==> config.mk <==
export PLATFORM = sky130hd
export DESIGN_NAME = ag_h
export DESIGN_NICKNAME = d
export VERILOG_FILES = /design/src/rtl/ag_h.sv
export SDC_FILE = /design/constraint.sdc
export NUM_CORES = 1
export LEC_CHECK = 0
export CELL_PAD_IN_SITES_DETAIL_PLACEMENT = 2
export CELL_PAD_IN_SITES_GLOBAL_PLACEMENT = 2
export CORE_MARGIN = 1.5
export CORE_UTILIZATION = 36
export DETAILED_ROUTE_END_ITERATION = 10
export PLACE_DENSITY_LB_ADDON = 0.05
export SLEW_MARGIN = 25
export SYNTH_ARGS = -nofsm -noshare
export SYNTH_HDL_FRONTEND = slang
export SYNTH_SLANG_ARGS = --single-unit
export TNS_END_PERCENT = 1
==> constraint.sdc <==
create_clock -name sys_clk -period 2.9 [get_ports sys_clk]
set_clock_uncertainty 0.05 [all_clocks]
set_input_delay 0.29 -clock sys_clk [delete_from_list [all_inputs] [get_ports sys_clk]]
set_output_delay 0.29 -clock sys_clk [all_outputs]
set_load 0.05 [all_outputs]
==> src/rtl/ag_h.sv <==
// Row-major address generator for the LSTM hidden-state (h) buffer.
// One address per sys_clk cycle across an M x M buffer, then a one-cycle done pulse.
module ag_h #(
  parameter int FEATURE_BITS = 4,
  parameter int M            = 9
) (
  input  logic                      sys_clk,
  input  logic                      reset_n,
  input  logic                      start,
  output logic                      done,
  output logic [2*FEATURE_BITS-1:0] address
);

  localparam int AW = 2 * FEATURE_BITS;

  localparam logic [FEATURE_BITS-1:0] IDX_LAST = FEATURE_BITS'(M - 1);
  localparam logic [AW-1:0]           ROW_STEP = AW'(M);

  // Elaboration-time guards: the counters and the address must hold every index.
  if (M < 2) begin : g_err_m_small
    $error("ag_h: M (%0d) must be at least 2", M);
  end
  if (longint'(M) > (longint'(1) << FEATURE_BITS)) begin : g_err_m_idx
    $error("ag_h: M (%0d) exceeds 2**FEATURE_BITS (FEATURE_BITS=%0d)", M, FEATURE_BITS);
  end
  if (longint'(M) * longint'(M) > (longint'(1) << AW)) begin : g_err_m_addr
    $error("ag_h: M*M (%0d) exceeds the %0d-bit address space", M * M, AW);
  end

  typedef enum logic [1:0] {
    IDLE = 2'd0,
    RUN  = 2'd1,
    DONE = 2'd2
  } state_t;

  state_t                  state;
  logic [FEATURE_BITS-1:0] row;
  logic [FEATURE_BITS-1:0] col;
  logic [AW-1:0]           row_base;

  logic                    col_wrap;
  logic                    last_addr;
  logic [FEATURE_BITS-1:0] next_col;
  logic [FEATURE_BITS-1:0] next_row;
  logic [AW-1:0]           next_row_base;

  // NOTE: every output of a combinational block gets a default first, so no path
  // leaves a signal unassigned and no latch is inferred.
  always_comb begin
    col_wrap      = 1'b0;
    last_addr     = 1'b0;
    next_col      = col;
    next_row      = row;
    next_row_base = row_base;

    col_wrap  = (col == IDX_LAST);
    last_addr = col_wrap && (row == IDX_LAST);

    if (col_wrap) begin
      next_col      = '0;
      next_row      = row + 1'b1;
      next_row_base = row_base + ROW_STEP;
    end else begin
      next_col = col + 1'b1;
    end
  end

  // The row base accumulates M per wrap, so the address is a plain add.
  // NOTE: state is updated with non-blocking assignments so every flop samples
  // pre-edge values regardless of statement order.
  always_ff @(posedge sys_clk or negedge reset_n) begin
    if (!reset_n) begin
      state    <= IDLE;
      row      <= '0;
      col      <= '0;
      row_base <= '0;
      address  <= '0;
      done     <= 1'b0;
    end else begin
      case (state)
        IDLE: begin
          address <= '0;
          done    <= 1'b0;
          row      <= '0;
          col      <= '0;
          row_base <= '0;
          // An X on start fails this test and keeps the block idle.
          if (start == 1'b1) begin
            state <= RUN;
          end
        end

        RUN: begin
          if (last_addr) begin
            state <= DONE;
            done  <= 1'b1;
          end else begin
            row      <= next_row;
            col      <= next_col;
            row_base <= next_row_base;
            address  <= next_row_base + {{FEATURE_BITS{1'b0}}, next_col};
          end
        end

        DONE: begin
          state    <= IDLE;
          done     <= 1'b0;
          address  <= '0;
          row      <= '0;
          col      <= '0;
          row_base <= '0;
        end

        default: begin
          state    <= IDLE;
          done     <= 1'b0;
          address  <= '0;
          row      <= '0;
          col      <= '0;
          row_base <= '0;
        end
      endcase
    end
  end

endmodule

# After elaboration in Yosys (flattened, before gate mapping)
# Index checks and enable logic that the tools add are counted.
# word_totals
latchBits	0
inputBits	3
memories	0
ramBits	0
regBits	27
romBits	0
word_cells	37
# classes
div_mod_pow	0
n_addsub	4
n_eq_ne	7
bitwise	0
n_lt_le_gt_ge	0
mux	16
reduce_logical	4
shifts	0
multipliers	0
# ops
cell	count
two-way mux 8 bit	5
two-way mux 4 bit	6
adder 4 x 1 -> 4 bit (second input constant)	2
adder 8 x 4 -> 8 bit	1
adder 8 x 4 -> 8 bit (second input constant)	1
equality test 4 bit (second input constant)	2
inequality test 2 bit (second input constant)	4
two-way mux 2 bit	2
case mux 2 bit (2 select lines)	1
AND reduction 2 bit	2
equality test 2 x 1 -> 1 bit (second input constant)	1
logical NOT 2 bit	1
two-way mux 1 bit	2
logical AND 1 bit	1

# Longest topological paths before layout
# logic_depth
depth_word	5
mapped_depth	13
mapped_depth_nobuf	12

# Worst setup path before layout
# No wires, ideal clock.
# synth_path
path_type	register to register
start	register col[0]
end	register address[7]
required_ns	2.763
n_path_buf	1
stages_incl_launch_ff	14
period_less_slack_ns	2.548
arrival_time_ns	2.411
setup_slack_ns	0.352
cell_sequence	dfrtp_1 > inv_1 > ha_1 > and3b_1 > buf_4 > mux2i_1 > inv_1 > ha_1 > nand4b_1 > o21ai_2 > a21o_1 > a21oi_2 > nor2_1 > a211oi_2
# synth_via
elab_chain_cells	5
elab_cells_between_ends	9
# synth_lines
element	line	rtl
start, declared	38	logic [FEATURE_BITS-1:0] col;
start signal, assigned	99	col <= next_col;
adder 4 x 1 -> 4 bit / equality test 4 bit (equally long branches)	64, 56	
two-way mux 4 bit / two-way mux 8 bit (equally long branches)	59	if (col_wrap) begin
adder 8 x 4 -> 8 bit	101	address <= next_row_base + {{FEATURE_BITS{1'b0}}, next_col};
two-way mux 8 bit	94	if (last_addr) begin
two-way mux 8 bit	80	case (state)
end signal, assigned	101	
end, declared	11	output logic [2*FEATURE_BITS-1:0] address
# Several ways; a longest one is shown, not always the timed one. The select of a mux whose other input is x is not followed.
# A chain may end at the register's enable or synchronous reset.

# Worst setup path after layout
# Ends and elaborated chain as after synthesis.

==> results_dict.tcl <==
set metrics [dict create \
    ctsHoldBuffers 0 \
    grt_pass1_wl_mm 6.98 \
    start_util_pct 37.6 \
    synth.most_common_cell "dfrtp_1" \
    post-dp-hpwl_mm 3.05 \
    route.vias.total 1313 \
    status "finished, final reports clean" \
    fmax_ghz 0.373 \
    vias_per_cell 5.34 \
    fin_crit_sh_pct 92.4 \
    worstPathRequired_ps 3040 \
    place_ws_ps 128 \
    diodes 0 \
    setup_viol 0 \
    synthTopCellsByArea "dfrtp_1 41%, ha_1 6.1%, xnor2_1 5.8%" \
    cts_buffers 3 \
    place_congestion 0.752 \
    synthTopCellsByCount "27 x dfrtp_1, 25 x nor2_1, 21 x nand2_1" \
    yosys.cell_types.count 43 \
    synth_area_leader_cell "dfrtp_1" \
    dieArea_um2 5000 \
    worstPathMaxFanout 6 \
    drtIter0Drc 44 \
    finalNetCount 207 \
    drc 0 \
    root_buffer "clkbuf_8" \
    cts_max_path_buffers 2 \
    fill_cells 488 \
    grt_usage_pct 17.9 \
    rows 24 \
    cp-start-kind "flip-flop" \
    syn_nets 191 \
    timing.max_cap.violations 0 \
    period_minus_slack_ps 2680 \
    yosys_warnings 0 \
    critPathKind "flip-flop to flip-flop" \
    fin_setup_tns_ps 0 \
    power_per_cell_area_nw_per_um2 1100 \
    yosysSeqAreaShare_pct 40.9 \
    crit_arrival_ps 2820 \
    ys.flop_type "dfrtp_1" \
    pwr-share-seq_pct 31.5 \
    port_buffers 11 \
    ff2ff_path_depth 12 \
    hp-class "input port to async pin" \
    p_switching_w 0.000930 \
    synth_top_area_share_pct 40.9 \
    p_comb_share_pct 57.8 \
    core_um2 4380 \
    p_sw_share_pct 45.0 \
    p_int_w 0.00114 \
    tritoncts "yes" \
    avgRoutedWirePerCell_um 16.9 \
    rsz0062_at_grt "false" \
    worst_slew_pin_slew_ps 945 \
    clockPowerShare_pct 10.7 \
    grt_pass1_vias 1378 \
    grt.overflow.total 0 \
    synthCells 179 \
    async_flop_share_pct 100 \
    insertion_delay_ps 270 \
    htree_levels 1 \
    synth_area_um2 1650 \
    wl_mm 4.16 \
    p_leak_nw 0.840 \
    die_w_um 70.7 \
    grt_max_degree 28 \
    synth-edff-count 0 \
    firstDrtPassIters 4 \
    end_kind "flip-flop" \
    syn_avg_cell_area_um2 9.22 \
    ant_nets 0 \
    finalHoldViolations 0 \
    antenna_found_initial 0 \
    io_pins 12 \
    die_y_um 70.7 \
    layout-area-overhead-vs-synth_pct 13.7 \
    clk_pin_slew_ps 100 \
    drive_above_1_share_pct 11.3 \
    ys_ff_latch 27 \
    drv_slew 0 \
    relSlewSlack_pct 37.0 \
    fin_ws_ps 220 \
    ir_worst_vdd_mv 0.376 \
    rrSetupSlack_ps 220 \
    cts_num_sinks 27 \
]
-- worst max-delay path, cell delays in order, from the launching register on --
cell and delay (ps):
dfrtp_1 400, inv_1 90, ha_1 240, and3b_2 290
nand2_1 90, xnor2_1 140, ha_1 350, a21oi_1 180
o21ai_2 100, a21o_1 230, a21oi_2 180, nor2_1 70
a211oi_2 190
-- cell type report --
cell class	instances	area [um^2]	area share, %
Clock buffer	4	45.0	2.40
Timing Repair Buffer	19	170	9.07
Inverter	7	26.3	1.40
Sequential cell	27	676	36.0
Tap cell	52	65.1	3.47
Multi-Input combinational cell	137	895	47.7
-- stage by stage --
step	utilization [%]	cells	cell area [um^2]	power (W)	hold WS, ps
5_1_grt	42.8	246	1880	0.00225	364
6_report	42.8	246	1880	0.00207	337
2_1_floorplan	-	179	1650	0.00153	-55.6
3_3_place_gp	41.2	239	1810	0.00178	375
4_1_cts	42.3	243	1850	0.00208	354
3_5_place_dp	41.2	239	1810	0.00185	394
-- logic make-up after synthesis --
group                      count (synthesis)  synth area share (%)
DFF                                       27                  40.9
AOI/OAI and AO/OA                         30                  12.1
adders and majority gates                  9                  7.28
buffers and inverters                     15                  4.93
muxes                                      1                 0.607
and+or+nand+nor                           78                  24.0
xor gates and xnor gates                  19                  10.1
-- state kept, by name, indices dropped and copies added (netlist names) --
register	cells
state	2
address	8
row_base	8
done	1
col	4
row	4
-- per-layer routing --
| layer | share of wire, % | track usage, % | vias up |
|---|---|---|---|
| li1 | - | - | 634 |
| met5 | 0 | 0 | - |
| met2 | 51 | 31.3 | 14 |
| met1 | 46 | 24.1 | 661 |
| met4 | 0.74 | 3.77 | 0 |
| met3 | 1.9 | 2.14 | 4 |
-- layout by cell type, fill, tap and decap left out, drive strengths merged, types with 2 or more instances in the layout --
cell,synthesis,final
or3,3,3
dfrtp,27,27
nand2,22,22
clkbuf,3,4
xor2,8,8
nor2b,3,3
nand2b,3,3
a21oi,12,12
a211oi,6,6
nand4,2,2
buf,4,8
nor2,26,26
o21ai,6,6
inv,7,7
xnor2,11,11
clkdlybuf4s50,0,11
nand3,7,7
nor3,5,5
ha,8,8
-- path summary, 6_finish.rpt --
check / start / end
max in group asynchronous: reset_n / address[7]$_DFFE_PN0P_
min in group sys_clk: state[1]$_DFFE_PN0P_ / state[0]$_DFFE_PN0P_
min reg2reg: state[1]$_DFFE_PN0P_ / state[0]$_DFFE_PN0P_
max reg2reg: col[0]$_DFFE_PN0P_ / address[7]$_DFFE_PN0P_
max: col[0]$_DFFE_PN0P_ / address[7]$_DFFE_PN0P_
min: reset_n / address[0]$_DFFE_PN0P_
-- repair_timing --
item | 4_1_cts | 5_1_grt
setup buffers | 0 | 3
resized for setup | 0 | 1
setup endpoints to repair | 0 | 4
endpoints found under the hold margin | 0 | 0
-- power groups by stage --
stage          Sequential, W  Clock, W  Combinational (W)
5_1_grt             0.000673  0.000241            0.00134
4_1_cts             0.000652  0.000228            0.00120
3_5_place_dp        0.000660         0            0.00119
2_1_floorplan       0.000775         0           0.000759
3_3_place_gp        0.000644         0            0.00114
6_report            0.000650  0.000220            0.00119
Note: power is estimated with default switching activity, not from simulation.
